**config.mk**
```make
export PLATFORM = sky130hd
export DESIGN_NAME = prog_loader
export DESIGN_NICKNAME = d
export VERILOG_FILES = /design/src/rtl/prog_loader.sv
export SDC_FILE = /design/constraint.sdc
export NUM_CORES = 1
export LEC_CHECK = 0
export CORE_MARGIN = 1
export CORE_UTILIZATION = 35
export CTS_CLUSTER_SIZE = 25
export DETAILED_ROUTE_END_ITERATION = 6
export GPL_TIMING_DRIVEN = 0
export PLACE_DENSITY_LB_ADDON = 0.25
export REMOVE_ABC_BUFFERS = 1
export SKIP_CTS_REPAIR_TIMING = 1
export SLEW_MARGIN = 20
export SYNTH_ARGS = -nofsm -noshare
export SYNTH_HDL_FRONTEND = slang
export SYNTH_SLANG_ARGS = --single-unit
export TNS_END_PERCENT = 10
```
**constraint.sdc**
```tcl
create_clock -name CLK -period 2 [get_ports CLK]
set_clock_uncertainty 0.2 [all_clocks]
set_input_delay 0.4 -clock CLK [delete_from_list [all_inputs] [get_ports CLK]]
set_output_delay 0.4 -clock CLK [all_outputs]
set_load 0.02 [all_outputs]
```
**src/rtl/prog_loader.sv**
```systemverilog
`default_nettype none
// ============================================================================
//  Module      : prog_loader
//  Description : Writable 16 x 8 program store fed by a valid/ready host
//                stream; holds the CPU in reset while a program loads.
//  Revision    : 1.0 - initial release
// ============================================================================
module prog_loader #(
    parameter int DEPTH = 16
) (
    input  logic       CLK,
    input  logic       RST,
    input  logic       start,
    input  logic       in_valid,
    output logic       in_ready,
    input  logic [7:0] in_data,
    input  logic       in_last,
    input  logic [3:0] pc,
    output logic [3:0] a,
    output logic [3:0] d,
    output logic       cpu_rst_n,
    output logic       done,
    output logic [4:0] count,
    output logic       err
);

    localparam int         c_AW       = $clog2(DEPTH);
    localparam logic [4:0] c_LAST_IDX = 5'(DEPTH - 1);

    typedef enum logic [1:0] {
        S_IDLE = 2'd0,
        S_LOAD = 2'd1,
        S_RUN  = 2'd2
    } state_t;

    state_t            r_state;
    logic [c_AW-1:0]   r_wptr;
    logic [4:0]        r_count;
    logic              r_err;
    logic [7:0]        r_mem [DEPTH];

    logic              w_xfer;
    logic [7:0]        w_word;

    assign w_xfer = in_valid && (r_state == S_LOAD);

    always_ff @(posedge CLK) begin
        if (!RST) begin
            r_state <= S_IDLE;
            r_wptr  <= '0;
            r_count <= '0;
            r_err   <= 1'b0;
            for (int i = 0; i < DEPTH; i++) begin
                r_mem[i] <= '0;
            end
        end else begin
            case (r_state)
                S_IDLE, S_RUN: begin
                    // A (re)load wipes the whole store so stale words never leak into a shorter program.
                    if (start) begin
                        r_state <= S_LOAD;
                        r_wptr  <= '0;
                        r_count <= '0;
                        r_err   <= 1'b0;
                        for (int i = 0; i < DEPTH; i++) begin
                            r_mem[i] <= '0;
                        end
                    end
                end
                S_LOAD: begin
                    if (w_xfer) begin
                        r_mem[r_wptr] <= in_data;
                        r_wptr        <= r_wptr + 1'b1;
                        r_count       <= r_count + 5'd1;
                        if (in_last) begin
                            r_state <= S_RUN;
                        end else if (r_count == c_LAST_IDX) begin
                            r_state <= S_RUN;
                            r_err   <= 1'b1;
                        end
                    end
                end
                default: r_state <= S_IDLE;
            endcase
        end
    end

    assign in_ready  = (r_state == S_LOAD);
    assign cpu_rst_n = (r_state == S_RUN);
    assign done      = (r_state == S_RUN);
    assign count     = r_count;
    assign err       = r_err;

    assign w_word = r_mem[pc];
    assign a      = w_word[7:4];
    assign d      = w_word[3:0];

endmodule
`default_nettype wire

```
---- Word-level counts from Yosys, hierarchy flattened ----
Memories as Yosys holds them, arrays and structs flattened.
Index checks and enable logic that the tools add are counted.
word-level totals
  register bits after elaboration ......... 12
  latch bits .............................. 0
  memory bits (writable) .................. 128
  ROM bits ................................ 0
  input port bits ......................... 17
  output and inout port bits .............. 17
  word-level logic and storage cells ...... 83
  memories ................................ 1
cells by class
  $add $sub $neg .......................... 2
  multiply operators ...................... 0
  div/mod/pow operators ................... 0
  $lt $le $gt $ge ......................... 0
  eq/ne operators ......................... 8
  shift-type cells ........................ 0
  muxes and demuxes ....................... 44
  bitwise operators ....................... 16
  reductions and logical operators ........ 8
memory list
  name   words  width  read ports  clocked after Yosys merged registers in  write ports  line  text
  r_mem  16     8      1           0                                        16           40    logic [7:0] r_mem [DEPTH];
operators by type and width
  kind                                            count
  2-to-1 mux 8 bit                                17
  OR 1 bit                                        16
  2-to-1 mux 1 bit                                14
  2-to-1 mux 4 bit                                3
  2-to-1 mux 5 bit                                2
  one-hot mux 5 bit (2 select lines)              1
  2-to-1 mux 2 bit                                4
  one-hot mux 4 bit (2 select lines)              1
  OR reduction 8 bit                              1
  AND reduction 3 bit                             2
  adder 5 x 1 -> 5 bit (second input constant)    1
  == test 5 x 4 -> 1 bit (second input constant)  1
  AND reduction 5 bit                             1
  adder 4 x 1 -> 4 bit (second input constant)    1
  != test 2 x 1 -> 1 bit (second input constant)  2
  != test 2 bit (second input constant)           2
  one-hot mux 2 bit (2 select lines)              1
  != test 3 x 1 -> 1 bit (second input constant)  1
  == test 2 x 1 -> 1 bit (second input constant)  1
  == test 2 bit (second input constant)           1
  logical NOT 2 bit                               1
  one-hot mux 1 bit (2 select lines)              1
  nonzero test 2 bit                              1
  OR reduction 2 bit                              1
  logical AND 1 bit                               1

---- Longest topological paths before layout ----
  depth in word-level cells ............... 8
  mapped depth ............................ 7
  mapped depth without buffers ............ 7

---- Least setup slack after synthesis ----
OpenSTA, ideal clock, no wires.
  path kind ............................... register to register
  start point ............................. register r_state[0]
  end point ............................... memory r_mem[11][0], enable pin
  arrival time ............................ 1.583 ns
  required time ........................... 1.416 ns
  slack ................................... -0.167 ns
  stages on the path, launching flop included .. 6
  clock period less this slack ............ 2.167 ns
  cell sequence ........................... dfxtp_1 > buf_2 > and3b_1 > buf_2 > nand3_2 > o21ai_0
RTL lines
  element                 line  text
  from (decl)             36    state_t r_state;
  from (signal assigned)  49    r_state <= S_IDLE;
  from (signal assigned)  61    r_state <= S_LOAD;
  from (signal assigned)  76    r_state <= S_RUN;
  to (decl)               40

---- Worst setup path in the final report ----
  start point ............................. memory r_mem[11][7]
  end point ............................... output a[3]
between the ends
  longest elaborated chain between the ends .. 1
ends and longest elaborated chain
  element                   line  text
  memory read (16 x 8 bit)  -
  to (decl)                 19    output logic [3:0] a,
No other way between the ends.

==> impl_metrics.json <==
{
  "crit_path_max_fanout": 1,
  "core_area_um2": 17500,
  "num_rows": 48,
  "ys_top_cells_by_area": "edfxtp_1 (61%), nor2_1 (8.3%), mux4_2 (6.4%)",
  "io_pins": 34,
  "grt_remaining_overflow": 0,
  "synth_cell_types": 34,
  "p_int_uw": 5400,
  "grt_use_total": 0.178,
  "clock-root-buffer": "clkbuf_16",
  "num_vias": 4231,
  "cp_slowest_cell": "mux4_2",
  "yosysSeqAreaShare": 0.644,
  "p_switching_uw": 1700,
  "hp-class": "in -> reg",
  "synth_warnings": 0,
  "critPathBufInv": 1,
  "ir_worst_vdd_mv": 0.776,
  "status": "finished with violations",
  "die_h_um": 137,
  "drc_errors": 0,
  "post_route_cells_drive_above_1_share": 0.301,
  "worstPathRequired_ns": 1.40,
  "placed_cell_area_um2": 6800,
  "io_buffer_count": 33,
  "cp_cell_sequence": "mux4_2, a22oi_2, nand2_2, buf_6",
  "cts_tree": "done",
  "die_w_um": 137,
  "finalPower_uw": 7110,
  "dp_hpwl_um": 9280,
  "maxCapViolCount": 0,
  "final_nets": 572,
  "synth_flop_cell": "edfxtp_1",
  "clk_pin_slew_ns": 0.06,
  "synth_common_cells": "nor2_1 (140), edfxtp_1 (128), nand2_1 (45)",
  "rsz0062_at_grt": "true",
  "grt_pass1_wl_um": 22900,
  "finalHoldViolations": 0,
  "period_needed_ns": 2.42,
  "cts_buffers": 17,
  "dp_slack_ns": -1.90,
  "synthArstFlopShare": 0,
  "pwr_density_cell_nw_per_um2": 862,
  "via_per_inst": 5.38,
  "detail_route.wl_per_cell_um": 22.3,
  "gp_congestion": 0.723,
  "min_period_over_period": 1.21,
  "cp.arrival_ns": 1.82,
  "dieArea_um2": 18700,
  "synth_area_per_cell_um2": 13.2,
  "finalInstanceArea_um2": 8240,
  "n_fill_cell": 1509,
  "slew_headroom": 0.584,
  "yosysTopAreaCellShare": 0.606,
  "failed_checks": "negative setup slack",
  "finalSetupViolations": 70,
  "max_freq_mhz": 414,
  "worstMarginPinSlew_ns": 0.623,
  "syn_inst": 479,
  "wirelength_um": 17500,
  "grt_max_degree": 37,
  "postRouteAntennaNets": 0,
  "firstDrtPassIters": 5,
  "drv_slew": 0,
  "drt_iter0_drc": 362,
  "cts_sinks": 140,
  "htreeDepth": 4,
  "crit_type": "reg -> out",
  "crit_family": "multiplexers",
  "pwr-share-clk": 0.415,
  "seqPwrFrac": 0.478,
  "switching_share": 0.240,
  "start_util": 0.363,
  "endpoint_kind": "output pin",
  "tns_ns": -7.56,
  "synth_edf_count": 128,
  "cellLeakagePower_uw": 0.00299,
  "netlist_area_um2": 6340,
  "pwr-share-comb": 0.107,
  "yosysTopAreaCell": "edfxtp_1",
  "layout_setup_ws_ns": -0.416,
  "n_antenna_cell": 0,
  "cts_buffer_depth": 2,
  "cp-start-kind": "flop",
  "final_core_util": 0.472,
  "antenna_found_initial": 0,
  "grt_pass1_vias": 3991,
  "area_growth_pct": 29.9,
  "max_stage_delay_ns": 0.51,
  "synth_seq_cells": 140,
  "clk_latency_ns": 0.42,
  "yosysMostFrequentCell": "nor2_1"
}
cell type report:
type,instances,area (um^2),share of cell area
sequential,140,4090,0.496
clock buffer,17,425,0.0516
inverter,5,18.8,0.00228
clock inverter,15,125,0.0152
tap,225,282,0.0342
timing repair buffer,79,900,0.109
multi-input combinational,306,2410,0.292
per-stage QoR:
stage / cells / hold slack, ns
5_1_grt: 787 / 0.295
2_1_floorplan: 447 / 0.286
3_3_place_gp: 705 / 0.272
6_report: 787 / 0.272
4_1_cts: 739 / 0.294
3_5_place_dp: 707 / 0.260
worst paths after layout:
| check | slack (ns) | start | depth (start not counted) | endpoint |
|---|---|---|---|---|
| min | 0.27 | in_valid | 4 | r_state[0]$_SDFFE_PN0P_ |
| max | -0.42 | r_mem[11][7]$_SDFFCE_PN0P_ | 4 | a[3] |
| min reg2reg | 0.29 | err$_SDFFE_PN0P_ | 2 | err$_SDFFE_PN0P_ |
| max reg2reg | -0.13 | r_state[1]$_SDFFE_PN0P_ | 4 | r_mem[4][0]$_SDFFCE_PN0P_ |
power by group through the flow:
stage               registers, uW  logic [uW]  clock network, uW
floorplan                    3440         283                  0
global placement             3450         538                  0
detailed placement           3460         546                  0
CTS                          3400         548               2960
global route                 3410         801               3090
finish                       3400         758               2950
worst min-delay path, cell delays in order:
cell and delay (ns):
dlymetal6s2s_1 0.15, o21ai_0 0.08, a21oi_1 0.09, a21oi_1 0.13
cells by family (layout without fill, tap and decap cells):
logic type	Yosys count	in the layout	share of synthesized area
flip-flops	140	140	0.644
buffers and inverters	37	116	0.0329
XOR/XNOR	3	3	0.00414
AO/OA/AOI/OAI	48	48	0.0458
AND/OR/NAND/NOR	213	217	0.140
adder cells (fa/ha/maj)	6	6	0.0118
multiplexers	32	32	0.122
layout by cell type (no fill, tap or decap), types with 5 or more instances in the layout:
cell type	instances
clkbuf_16	18
buf_4	28
inv_1	5
clkinvlp_4	5
clkdlybuf4s50_1	11
o21ai_4	16
buf_12	15
a21oi_1	9
a22oi_2	13
dfxtp_1	10
edfxtp_1	128
mux4_2	28
nand3_4	8
clkbuf_2	5
nand2_1	44
dlymetal6s2s_1	9
nor2_1	139
registers in the layout, indices dropped and copies added, names as in the netlist:
signal   flops
r_mem      128
count        5
r_wptr       4
r_state      2
err          1
routing by layer:
layer,vias to the layer above,routed length (um),global-route usage
li1,1898,-,-
met4,0,597,0.0809
met5,-,0,0
met3,33,1350,0.0389
met2,189,8870,0.305
met1,2111,6690,0.214
No activity file was read; power rests on OpenSTA's default activity.
==> patch 1: new RTL, config.mk and constraints unchanged <==
Encoding of `state_t`: now one-hot (3 bits for 3 states).
--- a/src/rtl/prog_loader.sv
+++ b/src/rtl/prog_loader.sv
@@ -29,6 +29,6 @@
 
-    typedef enum logic [1:0] {
-        S_IDLE = 2'd0,
-        S_LOAD = 2'd1,
-        S_RUN  = 2'd2
+    typedef enum logic [2:0] {
+        S_IDLE = 3'b001,
+        S_LOAD = 3'b010,
+        S_RUN  = 3'b100
     } state_t;
Check against the original RTL: no difference found for any inputs over 4 cycles, from zero or initial values and one cycle with RST low; so few cycles prove little.
==> patch 1 against the unedited design <==
  * The run still ends with setup timing left
  * Area after synthesis rose by 1.3%
  * Sequential cell count rose by 1
  * Core utilization down 0.91 points
  * Cell count rose by 0.13%
  * Final area is 0.80% higher
  * Routed wire length shrank 8.6%
  * Count of clock-buffer cells in the layout unchanged
  * Non-clock buffer count shrank 2
  * Power rose by 1.6%
  * Setup slack improved by 0.034 ns
  * Global-route usage decreased by 0.66 points
  * Synthesized cell count rose by 1.0%
  * Critical path type unchanged
  * Critical endpoint is now d[3]
  * Largest cell class unchanged
  * Highest routed layer unchanged
==> patch 1: results (changes against the unedited design) <==
status=complete, but fails checks (unchanged); failing checks=setup timing (unchanged); Max-slew headroom=56.2% (was 58.4%); layout cell share with drive strength beyond 1=29.2% (was 30.1%); Yosys warning count=0 (unchanged); Final WS setup=-0.382 ns (was -0.416 ns); routed wire length=16.0 mm (was 17.5 mm); Max IR drop VDD=668 uV (was 776 uV); Pint=5550 uW (was 5400 uW); Placed Cells=719 (was 707); reg2reg start=r_state[2] (was r_state[1]); # fillers=1585 (was 1509); register area share after synthesis=63.9% (was 64.4%); Synth Area in XOR/XNOR=0.136% (was 0.414%); Top FF cell, synth=edfxtp_1 (unchanged); final setup fails=50 (was 70); DP Area=7010 sq um (was 6800 sq um); Vias/cell=5.26 (was 5.38); Synth Area in Compound Gates=5.26% (was 4.58%); M1 WL=6.50 mm (was 6.69 mm); CP arrival=1.78 ns (was 1.82 ns); Critical R2R Capture=r_mem[10][5] (was r_mem[4][0]); global-route usage over all layers=17.1% (was 17.8%); first-pass GRT wire length=22.4 mm (was 22.9 mm); met1 Use GR=21.4% (about the same); CP endpoint=d[3] (was a[3]); Max stage delay on crit path=0.48 ns (was 0.51 ns); post-synth cell types=37 (was 34); routing usage on met3=3.83% (was 3.89%); Final nets=569 (was 572); Hold Path Stages=2 (was 4); Setup TNS Final=-7.48 ns (was -7.56 ns); number of global-route vias before repair=3922 (was 3991); HP Start=RST (was in_valid); WHS Endpoint=r_state[0] (unchanged); Place WS=-1.71 ns (was -1.90 ns); commonest cells in the netlist=131 x nor2_1, 128 x edfxtp_1, 47 x nand2_1 (was 140 x nor2_1, 128 x edfxtp_1, 45 x nand2_1); Post-DP HPWL=9.52 mm (was 9.28 mm); hold slack final=0.135 ns (was 0.272 ns); leakage=0.00302 uW (was 0.00299 uW); CP startpoint=r_mem[2][3] (was r_mem[11][7]); Synth area leaders=edfxtp_1 60%, nor2_1 7.7%, mux4_2 6.3% (was edfxtp_1 61%, nor2_1 8.3%, mux4_2 6.4%); largest net degree at the start of global routing=27 (was 37); GPL Wtd Cong=0.764 (was 0.723); non-filler cells, final=788 (was 787); area share of fa/ha/maj cells after synthesis=1.17% (was 1.18%); reg-to-reg slack, setup=-0.18 ns (was -0.13 ns)
==> patch 1: layout make-up <==
class	count	area, sq um	share of cell area, %
sequential	141	4110	49.5
tap	229	287	3.45
clock inverter	15	164	1.97
multi-input combinational	305	2430	29.2
clock buffer	17	425	5.12
timing repair buffer	77	882	10.6
inverter	4	15.0	0.181
==> patch 1: cells by family (layout without fill, tap and decap cells) <==
group | count (synthesis) | count (layout)
adders and majority gates | 6 | 6
AOI/OAI and AO/OA | 52 | 52
DFF | 141 | 141
and+or+nand+nor | 211 | 211
buffers and inverters | 38 | 113
muxes | 35 | 35
xor gates and xnor gates | 1 | 1
==> patch 1: power groups by stage <==
stage	clock network, uW	registers [uW]	logic (uW)
finish	3110	3440	674
floorplan	0	3470	278
CTS	3160	3430	527
detailed placement	0	3490	526
global placement	0	3480	511
global route	3290	3450	712
==> patch 1: worst reg2reg max path, cell delays in order, from the launching register on <==
cell and delay [ns]:
dfxtp_4 0.38, and3b_2 0.37, nand3_4 0.28, buf_16 0.28
o21ai_4 0.34
==> patch 2: new RTL, same flow settings <==
Without the edit above. Set the parameter `DEPTH` to 32 (it was 16).
--- a/src/rtl/prog_loader.sv
+++ b/src/rtl/prog_loader.sv
@@ -8,3 +8,3 @@
 module prog_loader #(
-    parameter int DEPTH = 16
+    parameter int DEPTH = 32
 ) (
Function: no difference found for any inputs over 4 cycles, from zero or initial values and one cycle with RST low; that may be too few to reach the edited logic, so the function may still have changed.
==> patch 2 against the unedited design <==
  * The run still ends with setup timing left
  * Via count is 1.7% higher
  * Register-to-register slack better by 0.05 ns
  * Critical endpoint is now a[2]
  * Critical path depth stayed put
  * Area after synthesis is 1.3% higher
  * Sequential cell count is 1 higher
  * Setup slack better by 0.019 ns
  * Power is 6.8% higher
  * First-iteration DRC count is 31% higher
  * Count of clock-buffer cells in the layout stayed put
  * Fmax is 0.79% higher
  * Largest power group is now the clock network
  * Final area is 1.9% higher
  * Routed wire length is 2.2% lower
  * Global-route usage is 0.64 points lower
  * Core utilization is 0.39 points lower
==> patch 2: results (changes against the unedited design) <==
commonest cells in the netlist=140 x nor2_1, 128 x edfxtp_1, 47 x nand2_1 (was 140 x nor2_1, 128 x edfxtp_1, 45 x nand2_1); layout cell share with drive strength beyond 1=28.8% (was 30.1%); family with the most delay on the worst path=multiplexers (unchanged); Max IR drop VDD=668 uV (was 776 uV); Final WS setup=-0.397 ns (was -0.416 ns); met1 Use GR=21.5% (was 21.4%); class of the worst hold path=in2reg (unchanged); Post-DP HPWL=9.10 mm (was 9.28 mm); routed vias=4302 (was 4231); DRC=0 (unchanged); Vias/cell=5.39 (was 5.38); Synth area leaders=edfxtp_1 60%, nor2_1 8.2%, mux4_1 7.4% (was edfxtp_1 61%, nor2_1 8.3%, mux4_2 6.4%); area share of fa/ha/maj cells after synthesis=1.17% (was 1.18%); clock-pin slew on the worst setup and hold paths=0.06 ns (about the same); first-pass GRT wire length=22.5 mm (was 22.9 mm); max_cap viols=0 (unchanged); Post-synth EDFFs=128 (unchanged); leakage=0.00309 uW (was 0.00299 uW); Max stage delay on crit path=between 0.5 and 0.6 ns; failing checks=setup timing (unchanged); Port Buffer Count=33 (unchanged); initial DRC count=475 (was 362); Synth Area in Compound Gates=4.75% (was 4.58%); clk_lat worst skew=about 0.43 ns; mux cell area share after synthesis=12.3% (was 12.2%); Max-slew headroom=56.1% (was 58.4%); routing usage on met3=3.94% (was 3.89%); Clock Tree Root=clkbuf_16 (unchanged); Overflow after GRT=0 (unchanged); clock tree buffer depth=2 (unchanged); Mean Syn Cell Area=13.2 sq um (about the same); Top FF cell, synth=edfxtp_1 (unchanged); post-DR wirelength/cell=21.5 um (was 22.3 um); GPL Wtd Cong=0.715 (was 0.723); CP max stage cell=mux4_2 (unchanged); max reg flops=128 (unchanged); M2 GR Usage=28.7% (was 30.5%); status=complete, but fails checks (unchanged); H-tree levels=4 (unchanged); diode count=0 (unchanged); Yosys warning count=0 (unchanged); CP Max Fanout=1 (unchanged); Place WS=-1.99 ns (was -1.90 ns); final setup fails=47 (was 70); register area share after synthesis=63.8% (was 64.4%); Largest Register=r_mem (unchanged); post-synth cell types=33 (was 34); Synth Area in XOR/XNOR=0.272% (was 0.414%); number of global-route vias before repair=3976 (was 3991); CP arrival=1.80 ns (was 1.82 ns); initial antenna violation count=0 (unchanged); # fillers=1537 (was 1509); Placed Cells=719 (was 707); largest net degree at the start of global routing=37 (unchanged); TritonCTS Buffers=17 (unchanged); Final nets=579 (was 572); DRT Pass-1 Iters=5 (unchanged); global-route usage over all layers=17.1% (was 17.8%); asr flop ratio synth=0% (unchanged)
-- patch 2: tightest hold or removal path, stage by stage --
cell and delay [ns]:
dlymetal6s2s_1 0.14, o21ai_0 0.08, a21oi_1 0.08, a21oi_1 0.13
-- patch 2: layout make-up --
| class | count | share of cell area, % |
|---|---|---|
| sequential | 141 | 48.9 |
| multi-input combinational | 313 | 29.1 |
| timing repair buffer | 78 | 10.7 |
| clock buffer | 17 | 5.06 |
| tap | 229 | 3.41 |
| clock inverter | 15 | 2.62 |
| inverter | 5 | 0.223 |
-- patch 2: final timing paths --
check	from	endpoint	slack (ns)	cells after the start
worst max register to register	r_state[1]	r_mem[9][5]	-0.08	3
worst min-delay path	in_valid	r_state[0]	0.24	4
worst min register to register	err	err	0.28	2
worst max-delay path	r_mem[12][6]	a[2]	-0.40	4
-- patch 2: cell families after synthesis --
group                      Yosys count
AOI/OAI and AO/OA                   49
buffers and inverters               37
muxes                               32
and+or+nand+nor                    220
xor gates and xnor gates             2
DFF                                141
adders and majority gates            6
-- patch 2: stage by stage --
step	TNS, ns	area (sq um)	utilization [%]
floorplan	-83.53	6240	-
global placement	-435.29	6850	38.1
detailed placement	-375.44	6880	38.3
CTS	-265.92	7530	41.9
global route	-8.67	8400	46.8
finish	-4.59	8400	46.8
-- patch 2: metal layers --
| metal | vias to the layer above | share of wire (%) |
|---|---|---|
| li1 | 1931 | - |
| met1 | 2147 | 39 |
| met2 | 203 | 50 |
| met3 | 21 | 9.3 |
| met4 | 0 | 1.5 |
| met5 | - | 0 |
-- patch 2: power by group --
| part | leakage (uW) | internal (uW) | switching [uW] | total, uW |
|---|---|---|---|---|
| logic | 0.00128 | 339 | 399 | 738 |
| registers | 0.00150 | 3370 | 45.2 | 3420 |
| clock network | 0.000313 | 2210 | 1220 | 3430 |
| total | 0.00309 | 5920 | 1670 | 7590 |
